### src/rtl/mole_pkg.sv
// Shared types and constants for the mole spawner.
// Holds the FSM state enum, board geometry, LFSR constants and level helpers.
package mole_pkg;

    typedef enum logic [1:0] {
        IDLE,
        GAP,
        UP
    } state_e;

    localparam int          NUM_HOLES    = 16;
    localparam int          HOLE_W       = $clog2(NUM_HOLES);
    localparam logic [15:0] LFSR_MASK    = 16'hB400;
    localparam logic [15:0] DEFAULT_SEED = 16'hACE1;
    localparam logic [1:0]  MAX_LEVEL    = 2'd3;

    // Speed level is hits/8, capped at MAX_LEVEL.
    function automatic logic [1:0] level_of(input logic [7:0] cnt);
        if (cnt[7:3] >= 5'(MAX_LEVEL)) begin
            return MAX_LEVEL;
        end
        return cnt[4:3];
    endfunction

    function automatic logic [NUM_HOLES-1:0] onehot_hole(
        input logic [HOLE_W-1:0] idx
    );
        return NUM_HOLES'(1) << idx;
    endfunction

endpackage

### src/rtl/mole_lfsr.sv
// Free-running 16-bit Galois LFSR, right shifting, used as the hole source.
// Ports: clk_i, reset_i (async active-low), lfsr_o (current state).
module mole_lfsr
    import mole_pkg::*;
#(
    parameter logic [15:0] SEED = DEFAULT_SEED
) (
    input  logic        clk_i,
    input  logic        reset_i,
    output logic [15:0] lfsr_o
);

    // An all-zero seed would lock the register up.
    localparam logic [15:0] SEED_EFF = (SEED == 16'h0) ? DEFAULT_SEED : SEED;

    logic [15:0] lfsr_q;
    logic [15:0] lfsr_d;

    always_comb begin
        lfsr_d = {1'b0, lfsr_q[15:1]};
        if (lfsr_q[0]) begin
            lfsr_d = lfsr_d ^ LFSR_MASK;
        end
    end

    always_ff @(posedge clk_i or negedge reset_i) begin
        if (!reset_i) begin
            lfsr_q <= SEED_EFF;
        end else begin
            lfsr_q <= lfsr_d;
        end
    end

    assign lfsr_o = lfsr_q;

endmodule

### src/rtl/mole_spawner.sv
// Mole spawner: picks a hole, raises a one-hot mole after a gap, retires it as
// hit or miss. Ports: clk_i, reset_i (async low), enable_i, clear_i,
// whacked_i in; mole_o, hit_o, miss_o, hit/miss counts, level_o out.
module mole_spawner
    import mole_pkg::*;
#(
    parameter int unsigned LIFE_CYCLES = 50_000_000,
    parameter int unsigned GAP_CYCLES  = 25_000_000,
    parameter logic [15:0] LFSR_SEED   = 16'hACE1
) (
    input  logic                 clk_i,
    input  logic                 reset_i,
    input  logic                 enable_i,
    input  logic                 clear_i,
    input  logic                 whacked_i,
    output logic [NUM_HOLES-1:0] mole_o,
    output logic                 hit_o,
    output logic                 miss_o,
    output logic [7:0]           hit_count_o,
    output logic [7:0]           miss_count_o,
    output logic [1:0]           level_o
);

    localparam logic [31:0] GAP_LOAD = 32'(GAP_CYCLES) - 32'd1;
    localparam logic [31:0] LIFE_32  = 32'(LIFE_CYCLES);

    state_e               state_q, state_d;
    logic [31:0]          timer_q, timer_d;
    logic [NUM_HOLES-1:0] mole_q, mole_d;
    logic [HOLE_W-1:0]    last_q, last_d;
    logic                 hit_q, hit_d;
    logic                 miss_q, miss_d;
    logic [7:0]           hit_count_q, hit_count_d;
    logic [7:0]           miss_count_q, miss_count_d;
    logic [1:0]           level_q, level_d;

    logic [15:0]          lfsr;
    logic [HOLE_W-1:0]    pos;
    logic [HOLE_W-1:0]    cand;
    logic [31:0]          life_m1;
    logic                 hit_inc;
    logic                 miss_inc;
    logic                 unused_lfsr;

    mole_lfsr #(
        .SEED (LFSR_SEED)
    ) u_lfsr (
        .clk_i   (clk_i),
        .reset_i (reset_i),
        .lfsr_o  (lfsr)
    );

    assign pos         = lfsr[HOLE_W-1:0];
    assign unused_lfsr = ^lfsr[15:HOLE_W];

    // Never reuse the previous hole back to back.
    assign cand    = (pos == last_q) ? pos + HOLE_W'(1) : pos;
    assign life_m1 = (LIFE_32 >> level_q) - 32'd1;

    // State register and all other flops.
    always_ff @(posedge clk_i or negedge reset_i) begin
        if (!reset_i) begin
            state_q      <= IDLE;
            timer_q      <= '0;
            mole_q       <= '0;
            last_q       <= '0;
            hit_q        <= 1'b0;
            miss_q       <= 1'b0;
            hit_count_q  <= '0;
            miss_count_q <= '0;
            level_q      <= '0;
        end else begin
            state_q      <= state_d;
            timer_q      <= timer_d;
            mole_q       <= mole_d;
            last_q       <= last_d;
            hit_q        <= hit_d;
            miss_q       <= miss_d;
            hit_count_q  <= hit_count_d;
            miss_count_q <= miss_count_d;
            level_q      <= level_d;
        end
    end

    // Next state. Disable overrides everything else.
    always_comb begin
        state_d = state_q;
        if (!enable_i) begin
            state_d = IDLE;
        end else begin
            unique case (state_q)
                IDLE: state_d = GAP;
                GAP: begin
                    if (timer_q == 32'd0) begin
                        state_d = UP;
                    end
                end
                UP: begin
                    if (whacked_i || timer_q == 32'd0) begin
                        state_d = GAP;
                    end
                end
                default: state_d = IDLE;
            endcase
        end
    end

    // Outputs, timer and hole bookkeeping.
    always_comb begin
        timer_d  = timer_q;
        mole_d   = mole_q;
        last_d   = last_q;
        hit_d    = 1'b0;
        miss_d   = 1'b0;
        hit_inc  = 1'b0;
        miss_inc = 1'b0;
        if (!enable_i) begin
            mole_d = '0;
        end else begin
            unique case (state_q)
                IDLE: begin
                    mole_d  = '0;
                    timer_d = GAP_LOAD;
                end
                GAP: begin
                    if (timer_q == 32'd0) begin
                        mole_d  = onehot_hole(cand);
                        last_d  = cand;
                        // Lifetime is fixed at entry for this mole.
                        timer_d = life_m1;
                    end else begin
                        timer_d = timer_q - 32'd1;
                    end
                end
                UP: begin
                    if (whacked_i) begin
                        mole_d  = '0;
                        hit_d   = 1'b1;
                        hit_inc = 1'b1;
                        timer_d = GAP_LOAD;
                    end else if (timer_q == 32'd0) begin
                        mole_d   = '0;
                        miss_d   = 1'b1;
                        miss_inc = 1'b1;
                        timer_d  = GAP_LOAD;
                    end else begin
                        timer_d = timer_q - 32'd1;
                    end
                end
                default: begin
                    mole_d  = '0;
                    timer_d = '0;
                end
            endcase
        end
    end

    // Saturating counters; clear beats a coincident increment.
    always_comb begin
        hit_count_d  = hit_count_q;
        miss_count_d = miss_count_q;
        if (clear_i) begin
            hit_count_d  = '0;
            miss_count_d = '0;
        end else begin
            if (hit_inc && hit_count_q != 8'hFF) begin
                hit_count_d = hit_count_q + 8'd1;
            end
            if (miss_inc && miss_count_q != 8'hFF) begin
                miss_count_d = miss_count_q + 8'd1;
            end
        end
        level_d = level_of(hit_count_d);
    end

    assign mole_o       = mole_q;
    assign hit_o        = hit_q;
    assign miss_o       = miss_q;
    assign hit_count_o  = hit_count_q;
    assign miss_count_o = miss_count_q;
    assign level_o      = level_q;

endmodule

### config.mk
export PLATFORM = sky130hd
export DESIGN_NAME = mole_spawner
export DESIGN_NICKNAME = d
export VERILOG_FILES = /design/src/rtl/mole_pkg.sv /design/src/rtl/mole_lfsr.sv /design/src/rtl/mole_spawner.sv
export SDC_FILE = /design/constraint.sdc
export NUM_CORES = 1
export LEC_CHECK = 0
export CORE_MARGIN = 2
export CORE_UTILIZATION = 45
export DETAILED_ROUTE_END_ITERATION = 10
export SYNTH_ARGS = -nofsm -noshare
export SYNTH_HDL_FRONTEND = slang
export SYNTH_SLANG_ARGS = --single-unit
### constraint.sdc
create_clock -name clk_i -period 3.6 [get_ports clk_i]
set_input_delay 0.36 -clock clk_i [delete_from_list [all_inputs] [get_ports clk_i]]
set_output_delay 0.36 -clock clk_i [all_outputs]
set_load 0.02 [all_outputs]
# Word level (Yosys, flattened, before mapping)
# Cells that the tools add are included.
dict set report totals {
  memories 0
  register_bits 90
  elab_cells 67
  romBits 0
  mem_bits_rw 0
  output_inout_bits 36
  latchBits 0
}
dict set report classes {
  n_mul 0
  order_cmp 1
  bitwise_logic 1
  n_eq_ne 8
  n_shift 2
  addsub 5
  div_mod_pow 0
  n_mux 29
  reduce_logical 10
}
# op count
set op_table {}
lappend op_table {{$mux 32} 3}
lappend op_table {{$pmux 32 s3} 1}
lappend op_table {{$mux 16} 5}
lappend op_table {{$sub 32x1->32 const B} 2}
lappend op_table {{$logic_not 32->1} 1}
lappend op_table {{$mux 8} 4}
lappend op_table {{$pmux 16 s2} 1}
lappend op_table {{$shr 26x2->32 const A} 1}
lappend op_table {{$add 8x1->8 const B} 2}
lappend op_table {{$ne 8x8->1 const B} 2}
lappend op_table {{$shl 1x4->16 const A} 1}
lappend op_table {{$mux 2} 5}
lappend op_table {{$mux 1} 8}
lappend op_table {{$ne 3x3->1 const B} 2}
lappend op_table {{$pmux 2 s3} 1}
lappend op_table {{$ge 5x2->1 const B} 1}
lappend op_table {{$add 4x1->4 const B} 1}
lappend op_table {{$eq 4x4->1} 1}
lappend op_table {{$mux 4} 1}
lappend op_table {{$ne 4x4->1 const B} 1}
lappend op_table {{$not 3->4} 1}
lappend op_table {{$reduce_and 2->1} 2}
lappend op_table {{$reduce_bool 2->1} 2}
lappend op_table {{$reduce_and 3->1} 1}
lappend op_table {{5 further kinds} 6}

# Logic depth before layout (Yosys ltp)
dict set report logic_depth {
  ltp_word 9
  ltp_mapped 10
  depth_no_buf 8
}

# Hierarchy
# A second synthesis with hierarchy kept.
dict set report unflattened {
  hier_cells 513
  area_unflattened_um2 5009.8
}
# module seq_area_each_um2 cells_per_inst n_inst area_each_um2
set by_module_without_submodules {}
lappend by_module_without_submodules {mole_spawner 1851.8 481 1 4475.5}
lappend by_module_without_submodules {mole_lfsr 410.4 32 1 534.3}

# Least setup slack after synthesis
# No wires, ideal clock.
dict set report synth_timing {
  path_type {reg2reg}
  from {register timer_q[7]}
  to {register timer_q[16]}
  n_path_buf 4
  arrival_time_ps 2363
  path_stages_with_launch 11
  path_slack_ps 1109
  required_time_ps 3472
  path_cell_list {dfrtp_1 > buf_6 > or4_1 > buf_2 > or2_1 > buf_6 > nor4_4 > buf_6 > nand2_1 > o221ai_2 > nand3_1}
}
dict set report synth_via {
  elab_chain_len 4
}
# element line_no
set synth_lines {}
lappend synth_lines {{from (decl)} mole_spawner.sv:28} ;# logic [31:0] timer_q, timer_d;
lappend synth_lines {{from (signal assigned)} mole_spawner.sv:74} ;# timer_q <= timer_d;
lappend synth_lines {{$sub 32x1->32 / $logic_not 32->1 (equally long branches)} n/a}
lappend synth_lines {{$mux 32} mole_spawner.sv:141} ;# end else if (timer_q == 32'd0) begin
lappend synth_lines {{$mux 32} mole_spawner.sv:136} ;# if (whacked_i) begin
lappend synth_lines {{$pmux 32 s3 *} mole_spawner.sv:120} ;# unique case (state_q)
# Mark *: on every way between the ends. The rest lies on a longest branch, timed or not.
# A chain may end at the register's enable or synchronous reset.

# Final worst setup path
dict set report layout_timing {
  from {register timer_q[12]}
  to {register timer_q[24]}
}
# Same word-level chain as after synthesis.

==> impl_metrics.tcl <==
set metrics [dict create \
    finalSetupViolations 0 \
    cts.clk_slew.worst_paths_ns 0.09 \
    rsz0062_at_grt "no" \
    peakVddDrop_mv 0.171 \
    drv_cap 0 \
    grt.total_usage 0.222 \
    htree_levels 3 \
    avgSynthCellArea_um2 9.17 \
    yosysMostFrequentCell "dfrtp_1" \
    ys_seq_area_frac 0.485 \
    die_area_um2 11200 \
    wl_per_cell_um 16.5 \
    critical_path_required_ns 3.89 \
    worstMarginPinSlew_ns 0.836 \
    layout-drive-gt1-share 0.0939 \
    die_x_um 106 \
    rows 37 \
    clock_latency_ns 0.37 \
    synth_area_leaders "dfrtp_1 (44%), o21ai_0 (4.8%), nor2_1 (4.8%)" \
    synth_seq_cells 90 \
    grt_pass1_wl_mm 19.5 \
    synthCells 508 \
    vias 3973 \
    p_leak_nw 2.28 \
    finClkSkew_ns 0.00589 \
    cts_resized 0 \
    finalMaxSlewViolations 0 \
    cts_root_buf "clkbuf_8" \
    grt_max_degree 38 \
    yosys-top-cells-count "dfrtp_1 (82), nor2_1 (59), nand2_1 (55)" \
    yosys.area.top_type_share 0.440 \
    post-dp-hpwl_mm 8.16 \
    grt_overflow 0 \
    crit_fanout 10 \
    place.gp.congestion 0.853 \
    viasPerCell 5.76 \
    max_stage_delay_ns 0.77 \
    critPathArrivalTime_ns 3.24 \
    drtIter0Drc 310 \
    antenna_found_initial 0 \
    crit_chain "nor4_1, nand3_1, nor3_2, a21oi_1, a31o_1, a32oi_1" \
    antenna_cells 0 \
    synthDominantAreaCellType "dfrtp_1" \
    tritoncts "done" \
    status "complete, no violations" \
    netlist_area_um2 4660 \
    synth_cell_types 63 \
    cts_buffer_depth 2 \
    cts_hold_buffers 1 \
    cp-start-kind "flop" \
    synthArstFlopShare 1.00 \
    cts_made_buffers 9 \
    ant_nets 0 \
    endpoint_kind "flop" \
    numPortBuffers 40 \
    fin_setup_tns_ns 0 \
    min_path_type "reg -> reg" \
    syn2layout_area_growth_pct 16.8 \
    worst_path_max_delay_cell "nor4_1" \
    io_pins 41 \
    slew_headroom 0.435 \
    cpLargestDelayFamily "simple AND/OR/NAND/NOR gates" \
    firstDrtPassIters 5 \
    post_cts_buffers 0 \
    drt_wl_total_mm 11.4 \
    synth_nets 521 \
    yosys_warnings 0 \
    path_class "reg -> reg" \
    cp_num_buf_inv 0 \
    fin_nets 562 \
    drc 0 \
    fmax_ghz 0.339 \
    cts.sinks 90 \
    hold_viol_final 0 \
    final_core_util 0.535 \
    core-area_um2 10200 \
    synth-edff-count 0 \
    initial_core_util 0.458 \
    synth-main-ff-cell "dfrtp_1" \
    power_density_nw_per_um2 373 \
    die_y_um 106 \
    timing.final.crit_share 0.820 \
    post-route-min-period_ns 2.95 \
    grt_pass1_vias 3855 \
]
## report_power, final
group | internal (mW) | switching, mW | leakage (nW)
combinational | 0.0535 | 0.0937 | 0.994
sequential | 1.04 | 0.0389 | 1.17
clock | 0.447 | 0.359 | 0.119
## through the flow
step	setup slack (ns)	power [mW]	cell area, um2	instances	hold slack [ns]
2_1_floorplan	1.11	1.18	4660	508	0.0644
3_3_place_gp	0.677	1.24	5200	673	0.334
3_5_place_dp	0.691	1.24	5200	673	0.338
4_1_cts	0.667	2.04	5450	690	0.360
5_1_grt	0.405	2.12	5450	690	0.365
6_report	0.649	2.03	5450	690	0.356
## cells by family (layout without fill, tap and decap cells)
kind of cell | after synthesis | in the layout | synth area share
and+or+nand+nor | 235 | 235 | 0.254
AOI/OAI and AO/OA | 105 | 105 | 0.140
DFF | 90 | 90 | 0.485
buffers and inverters | 37 | 83 | 0.0365
xor gates and xnor gates | 30 | 30 | 0.0564
adders and majority gates | 8 | 8 | 0.0215
muxes | 3 | 3 | 0.00644
## registers in the layout, indices dropped and copies added (netlist names)
register	count
state_q	2
mole_o	16
u_lfsr.lfsr_o	16
hit_o	1
level_o	2
miss_count_o	8
timer_q	32
miss_o	1
hit_count_o	8
last_q	4
## final cells by class
cell class,instances,area (um2)
tap,136,170
timing repair buffer,52,490
inverter,15,56.3
clock buffer,12,165
fill,980,4740
clock inverter,4,72.6
sequential,90,2260
multi-input combinational,381,2230
## path summary, 6_finish.rpt
kind,startpoint,end,cells after the start,slack [ns]
max,timer_q[12]$_DFFE_PN0P_,timer_q[24]$_DFFE_PN0P_,6,0.65
max reg2reg,timer_q[12]$_DFFE_PN0P_,timer_q[24]$_DFFE_PN0P_,6,0.65
min,u_lfsr.lfsr_o[9]$_DFF_PN0_,u_lfsr.lfsr_o[8]$_DFF_PN0_,0,0.36
max in group asynchronous,reset_i,u_lfsr.lfsr_o[7]$_DFF_PN1_,3,2.34
min reg2reg,u_lfsr.lfsr_o[9]$_DFF_PN0_,u_lfsr.lfsr_o[8]$_DFF_PN0_,0,0.36
min in group asynchronous,reset_i,mole_o[14]$_DFFE_PN0P_,2,0.48
## layer usage
| layer | part of all wire | global-route usage | up-vias |
|---|---|---|---|
| met1 | 0.46 | 0.308 | 1931 |
| li1 | - | - | 1894 |
| met2 | 0.47 | 0.343 | 131 |
| met5 | 0 | 0 | - |
| met3 | 0.051 | 0.0359 | 17 |
| met4 | 0.019 | 0.0949 | 0 |
## placed cells by master (no fill, tap or decap), types with 4 or more instances in the layout
cell and count:
dfrtp_1 82, nor2_1 59, nand2_1 55, o21ai_0 45, clkdlybuf4s50_1 39, nor3_1 29, nand3_1 27, xor2_1 17
a21oi_1 17, inv_1 14, xnor2_1 13, clkbuf_8 12, buf_4 12, nor4_1 11, nand4_1 8, a31oi_1 8
ha_1 8, dfstp_2 8, nor2b_1 7, and3_1 5, nor4b_1 4, o2bb2ai_1 4
No activity file was read; power rests on OpenSTA's default activity.
